`src/rtl/bus_fifo_pkg.sv`:
```
// Shared widths and default depth for the bus width-converting FIFOs.
package bus_fifo_pkg;
    localparam int BUS_BEAT_W         = 64;
    localparam int BUS_BLOCK_W        = 128;
    localparam int BUS_FIFO_DEPTH_DEF = 16;
endpackage

```
`src/rtl/bus_pack_fifo_if.sv`:
```
// Beat-in / block-out signal bundle for bus_pack_fifo; flush exists only with BUS_PACK_FIFO_FLUSH_EN.
interface bus_pack_fifo_if
    import bus_fifo_pkg::*;
#(
    parameter int DEPTH = BUS_FIFO_DEPTH_DEF
);
    localparam int CW = $clog2(DEPTH) + 1;

    logic [BUS_BEAT_W-1:0]  write_data;
    logic                   write_en;
    logic                   read_en;
    logic [BUS_BLOCK_W-1:0] read_data;
    logic [CW-1:0]          fifo_count;
    logic                   fifo_full;
    logic                   fifo_half_full;
    logic                   fifo_empty;
`ifdef BUS_PACK_FIFO_FLUSH_EN
    logic                   flush;
`endif

    modport slave (
`ifdef BUS_PACK_FIFO_FLUSH_EN
        input  flush,
`endif
        input  write_data, write_en, read_en,
        output read_data, fifo_count, fifo_full, fifo_half_full, fifo_empty
    );

    modport master (
`ifdef BUS_PACK_FIFO_FLUSH_EN
        output flush,
`endif
        output write_data, write_en, read_en,
        input  read_data, fifo_count, fifo_full, fifo_half_full, fifo_empty
    );
endinterface

```
`src/rtl/bus_pack_fifo_mem.sv`:
```
// DEPTH x 64 beat storage: one write port, one registered dual-word read port.
// Latency: read block registered 1 cycle after rd_en. Backpressure: none, caller gates enables.
// rd_data resets to 0; the array itself is never cleared.
module bus_pack_fifo_mem
    import bus_fifo_pkg::*;
#(
    parameter int DEPTH = BUS_FIFO_DEPTH_DEF,
    localparam int AW   = $clog2(DEPTH)
) (
    input  logic                   clk,
    input  logic                   rst,
    input  logic                   wr_en,
    input  logic [AW-1:0]          wr_addr,
    input  logic [BUS_BEAT_W-1:0]  wr_data,
    input  logic                   rd_en,
    input  logic [AW-1:0]          rd_addr,
    output logic [BUS_BLOCK_W-1:0] rd_data
);
    logic [BUS_BEAT_W-1:0] mem [DEPTH];
    logic [AW-1:0]         rd_addr_hi;

    // rd_addr is always even, so the partner word never wraps.
    assign rd_addr_hi = rd_addr + AW'(1);

    always_ff @(posedge clk) begin
        if (wr_en) begin
            mem[wr_addr] <= wr_data;
        end
    end

    always_ff @(posedge clk) begin
        if (rst) begin
            rd_data <= '0;
        end else if (rd_en) begin
            rd_data <= {mem[rd_addr_hi], mem[rd_addr]};
        end
    end
endmodule

```
`src/rtl/bus_pack_fifo.sv`:
```
// 64->128 packing FIFO: pairs consecutive beats into blocks, oldest beat in the low half.
// Latency: write visible in flags next cycle; read_data registered 1 cycle after accepted read_en.
// Backpressure: writes dropped while fifo_full, reads dropped while fifo_empty. Optional flush: BUS_PACK_FIFO_FLUSH_EN.
module bus_pack_fifo
    import bus_fifo_pkg::*;
#(
    parameter int DEPTH = BUS_FIFO_DEPTH_DEF
) (
    input  logic            clk,
    input  logic            rst,
    bus_pack_fifo_if.slave  bus
);
    localparam int AW = $clog2(DEPTH);
    localparam int CW = AW + 1;

    logic [AW-1:0]         wr_ptr;
    logic [AW-1:0]         rd_ptr;
    logic [CW-1:0]         count;
    logic                  full;
    logic                  empty;
    logic                  wr_acc;
    logic                  wr_fire;
    logic [BUS_BEAT_W-1:0] wr_dat;
    logic                  rd_acc;
    logic [CW-1:0]         count_nxt;

    assign full  = (count == CW'(DEPTH));
    assign empty = (count < CW'(2));

    assign wr_acc = bus.write_en && !full;
    assign rd_acc = bus.read_en && !empty;

`ifdef BUS_PACK_FIFO_FLUSH_EN
    logic flush_acc;
    // A zero beat completes an odd trailing block; ignored when a real write is present.
    assign flush_acc = bus.flush && !bus.write_en && count[0] && !full;
    assign wr_fire   = wr_acc || flush_acc;
    assign wr_dat    = wr_acc ? bus.write_data : '0;
`else
    assign wr_fire   = wr_acc;
    assign wr_dat    = bus.write_data;
`endif

    assign count_nxt = count + {{(CW-1){1'b0}}, wr_fire} - {{(CW-2){1'b0}}, rd_acc, 1'b0};

    always_ff @(posedge clk) begin
        if (rst) begin
            wr_ptr <= '0;
            rd_ptr <= '0;
            count  <= '0;
        end else begin
            if (wr_fire) begin
                wr_ptr <= wr_ptr + AW'(1);
            end
            if (rd_acc) begin
                rd_ptr <= rd_ptr + AW'(2);
            end
            count <= count_nxt;
        end
    end

    bus_pack_fifo_mem #(.DEPTH(DEPTH)) u_mem (
        .clk     (clk),
        .rst     (rst),
        .wr_en   (wr_fire),
        .wr_addr (wr_ptr),
        .wr_data (wr_dat),
        .rd_en   (rd_acc),
        .rd_addr (rd_ptr),
        .rd_data (bus.read_data)
    );

    assign bus.fifo_count     = count;
    assign bus.fifo_full      = full;
    assign bus.fifo_half_full = (count >= CW'(DEPTH / 2));
    assign bus.fifo_empty     = empty;
endmodule
```
`src/flat_wrapper.sv`:
```
// flat-port wrapper written by rule: the top's interface ports become plain ports
module bus_pack_fifo_flat import bus_fifo_pkg::*;
#(
    parameter int DEPTH = BUS_FIFO_DEPTH_DEF
)
  (clk, rst, bus_write_data, bus_write_en, bus_read_en, bus_read_data, bus_fifo_count, bus_fifo_full, bus_fifo_half_full, bus_fifo_empty);
  bus_pack_fifo_if #(.DEPTH(DEPTH)) bus_i ();
  input  logic clk;
  input  logic rst;
  input wire logic [$bits(bus_i.write_data)-1:0] bus_write_data;
  input wire logic [$bits(bus_i.write_en)-1:0] bus_write_en;
  input wire logic [$bits(bus_i.read_en)-1:0] bus_read_en;
  output wire logic [$bits(bus_i.read_data)-1:0] bus_read_data;
  output wire logic [$bits(bus_i.fifo_count)-1:0] bus_fifo_count;
  output wire logic [$bits(bus_i.fifo_full)-1:0] bus_fifo_full;
  output wire logic [$bits(bus_i.fifo_half_full)-1:0] bus_fifo_half_full;
  output wire logic [$bits(bus_i.fifo_empty)-1:0] bus_fifo_empty;
  assign bus_i.write_data = bus_write_data;
  assign bus_i.write_en = bus_write_en;
  assign bus_i.read_en = bus_read_en;
  assign bus_read_data = bus_i.read_data;
  assign bus_fifo_count = bus_i.fifo_count;
  assign bus_fifo_full = bus_i.fifo_full;
  assign bus_fifo_half_full = bus_i.fifo_half_full;
  assign bus_fifo_empty = bus_i.fifo_empty;
  bus_pack_fifo #(.DEPTH(DEPTH)) u_core (.clk(clk), .rst(rst), .bus(bus_i));
endmodule
```
`config.mk`:
```
export PLATFORM = sky130hd
export DESIGN_NAME = bus_pack_fifo_flat
export DESIGN_NICKNAME = d
export VERILOG_FILES = /design/src/rtl/bus_fifo_pkg.sv /design/src/rtl/bus_pack_fifo_if.sv /design/src/rtl/bus_pack_fifo_mem.sv /design/src/rtl/bus_pack_fifo.sv /design/src/flat_wrapper.sv
export SDC_FILE = /design/constraint.sdc
export NUM_CORES = 1
export LEC_CHECK = 0
export CAP_MARGIN = 20
export CORE_UTILIZATION = 45
export DETAILED_ROUTE_END_ITERATION = 12
export GPL_TIMING_DRIVEN = 0
export PLACE_DENSITY_LB_ADDON = 0.2
export SYNTH_ARGS = -nofsm -noshare
export SYNTH_HDL_FRONTEND = slang
export SYNTH_SLANG_ARGS = --single-unit
```
`constraint.sdc`:
```
create_clock -name clk -period 20.5 [get_ports clk]
set_input_delay 4.1 -clock clk [delete_from_list [all_inputs] [get_ports clk]]
set_output_delay 4.1 -clock clk [all_outputs]
set_load 0.1 [all_outputs]
```
==> summary.md <==
| Metric | Value |
|---|---|
| Worst-Margin Slew | `about 1.2 ns` |
| Layout Nets | `3038` |
| Dpl cells | `around 4100` |
| Post-Syn Nets | `~2700` |
| Commonest non-fill, non-tap cell in the layout | `edfxtp_1` |
| Tot Pwr | `~7.1 mW` |
| Slowest stage delay, CP | `about 1.1 ns` |
| Max clock buf depth | `3` |
| CP top delay family | `buffers and inverters` |
| Post-Layout Cell Count | `4336` |
| Area post-placement | `about 50000 sq um` |
| Drt total wl | `114800 um` |
| Clk slew on worst S/H paths | `approximately 0.060 ns` |
| Vias per cell | `~5.6` |
| Startpoint types | `register` |
| Global Route Usage Sum | `0.2289` |
| Synth Register Bits | `about 1200` |
| GPL Wtd Cong | `0.7768` |
| Crit path time final | `between 7 and 8 ns` |
| Num CTS Buffers | `116` |
| Worst-path fanout max | `3` |
| Chip Width | `315.7 um` |
| Post-DRT Antenna Nets | `0` |
| Most frequent cells in the layout | `edfxtp_1 (1024), mux2i_1 (512), a22oi_1 (256), clkdlybuf4s50_1 (202), dfxtp_1 (140)` |
| Layout area overhead | `19.71%` |
| Max Clk Rate | `140.9 MHz` |
| Die ar. | `99670 sq um` |
| Syn avg cell area | `17.24 sq um` |
| TritonRoute pass-1 iters | `5` |
| LEAKAGE | `17.27 nW` |
| Via count | `~24000` |
| Setup violators final | `0` |
| Dominant synthesized flop cell | `edfxtp_1` |
| TNS Setup | `0 ns` |
| Max VDD drop | `between 0.1 and 0.15 mV` |
| Distinct cell type count after synthesis | `30` |
| CP Cell Sequence | `inv_1, ha_1, or3b_1, inv_1, clkdlybuf4s50_1` |
| Max Cap Viol | `0` |
| Area of the core | `roughly 97000 sq um` |
| Num ports | `slightly above 200` |
| Pin count of the biggest net entering global routing | `25` |
| Routed WL per cell | `26.48 um` |
| Global-route wire length before repair | `around 160000 um` |
| First DRT Iteration DRCs | `approximately 2100` |
| Hold Crit Class | `register to register` |
| Synthesis warning total | `0` |
| Async S/R FF share, synth | `0` |
| GRT overflow | `0` |
| CTS tree | `yes` |
| Starting Density | `0.4559` |
| Layout cells sized above 1 | `0.1517` |
| Crit path buf inv count | `3` |
| Row count | `114` |
| Design area | `around 53000 sq um` |
| Cts repair resizes | `0` |
| CP arrival | `3.00 ns` |
| CP endpoint kind | `primary output` |
| Hold Fails Final Rpt | `0` |
| Slowest-stage cell, CP | `clkdlybuf4s50_1` |
| Pwr/cell area | `133.9 nW/um^2` |
| Fillers | `roughly 7500` |
| Vias in the first global route | `approximately 24000` |
| HPWL Detailed | `~76000 um` |
| Post-Synthesis Cells | `approximately 2600` |
| DRC | `0` |
| Die height | `315.7 um` |
| H-tree levels | `3` |
| Setup repair bufs after CTS | `0` |
| Slew margin rel. | `0.1693` |
| Clk_skew | `between 0.03 and 0.04 ns` |
| Final design utilization | `0.5458` |
| Setup CP Type | `register to primary output` |
| Initial antenna violation count | `3` |
| Clk Latency, worst-skew pair | `0.71 ns` |
| Final Max Tran Viols | `0` |
| Port bufs | `roughly 200` |
| Hold Buf Count CTS | `0` |
| Cell area after technology mapping | `44280 sq um` |
| Top cell by count, worst path | `inv_1` |
| Status | `finished, final reports clean` |
| RSZ-0062 raised after global routing | `false` |
| Final Cycle Share | `0.3463` |
| Sequential-to-total area share from yosys stat | `0.7576` |
| Data required time of the worst path | `approximately 16 ns` |
| EDFF count, synth | `between 1000 and 1500` |
| TritonCTS Sinks | `approximately 1200` |
| CTS Root Buffer Type | `clkbuf_16` |
[report_power, final]
part           internal [mW]  total, mW  switching [mW]
combinational          0.638       2.17            1.53
sequential              2.72       2.79          0.0686
clock                   1.23       2.14           0.906
total                   4.59       7.10            2.51
[cells in the mapped netlist, drive strengths merged, types with 3 or more instances]
cell    count  area, sq um
xor2        5        43.79
nand2b      3        18.77
nand2       7        26.28
nor3      132         1161
buf        98        623.1
dfxtp     140         2803
edfxtp   1024        30750
inv        11        41.29
mux2i     512         5125
a21oi     134        670.6
nor2      150        563.0
nor2b       3        18.77
nand3       3        15.01
clkbuf     63        236.5
ha         14        175.2
a22oi     256         1922
and2        3        18.77
[path summary, 6_finish.rpt]
check | cells past startpoint | slack (ns) | startpoint | end
max | 5 | 13.40 | u_core.bus.fifo_count[3]$_SDFF_PP0_ | bus_fifo_empty
min | 2 | 0.50 | u_core.u_mem.rd_data[100]$_SDFFE_PP0P_ | u_core.u_mem.rd_data[100]$_SDFFE_PP0P_
max reg2reg | 9 | 17.11 | u_core.bus.fifo_count[2]$_SDFF_PP0_ | u_core.u_mem.mem[6][47]$_DFFE_PP_
min reg2reg | 2 | 0.50 | u_core.u_mem.rd_data[100]$_SDFFE_PP0P_ | u_core.u_mem.rd_data[100]$_SDFFE_PP0P_
[flip-flops by register name, indices dropped and copies added (netlist names)]
| signal | cells |
|---|---|
| u_core.wr_ptr | 4 |
| u_core.bus.fifo_count | 5 |
| u_core.u_mem.mem | 1024 |
| u_core.rd_ptr | 3 |
| u_core.u_mem.rd_data | 128 |
[metal layers]
| layer | routed length [um] | part of all wire | global-route usage |
|---|---|---|---|
| met1 | 48300 | 0.42 | 0.3073 |
| met2 | 57460 | 0.50 | 0.3912 |
| met3 | 6922 | 0.060 | 0.03207 |
| met4 | 2102 | 0.018 | 0.06116 |
| met5 | 29 | 0.00025 | 0 |
[kinds of logic after synthesis]
family	after synthesis	synth area share
adders and majority gates	14	0.003956
DFF	1164	0.7576
and+or+nand+nor	305	0.04187
muxes	512	0.1157
buffers and inverters	173	0.02046
AOI/OAI and AO/OA	393	0.05896
xor gates and xnor gates	7	0.001384
[area by class of cell]
cell class	count	area (sq um)	share of cell area
Sequential cell	1164	33550	0.6329
Multi-Input combinational cell	1231	9937	0.1874
Timing Repair Buffer	270	3126	0.05896
Clock buffer	142	3123	0.05891
Tap cell	1276	1597	0.03011
Buffer	161	860.8	0.01624
Clock inverter	79	770.7	0.01454
Inverter	12	46.29	0.0008732
Antenna cell	1	2.502	0.00004720
[worst min-delay path, stage by stage, from the launching register on]
cell	delay, ns
dfxtp_1	0.31
nor2_1	0.09
nor3_1	0.05
[metrics by stage]
step	setup WS, ns	hold slack, ns
floorplan	11.05	0.4815
global placement	5.271	0.4879
detailed placement	13.44	0.4880
CTS	13.33	0.4965
global route	13.29	0.5238
finish	13.40	0.4952
Note: power is estimated with default switching activity, not from simulation.
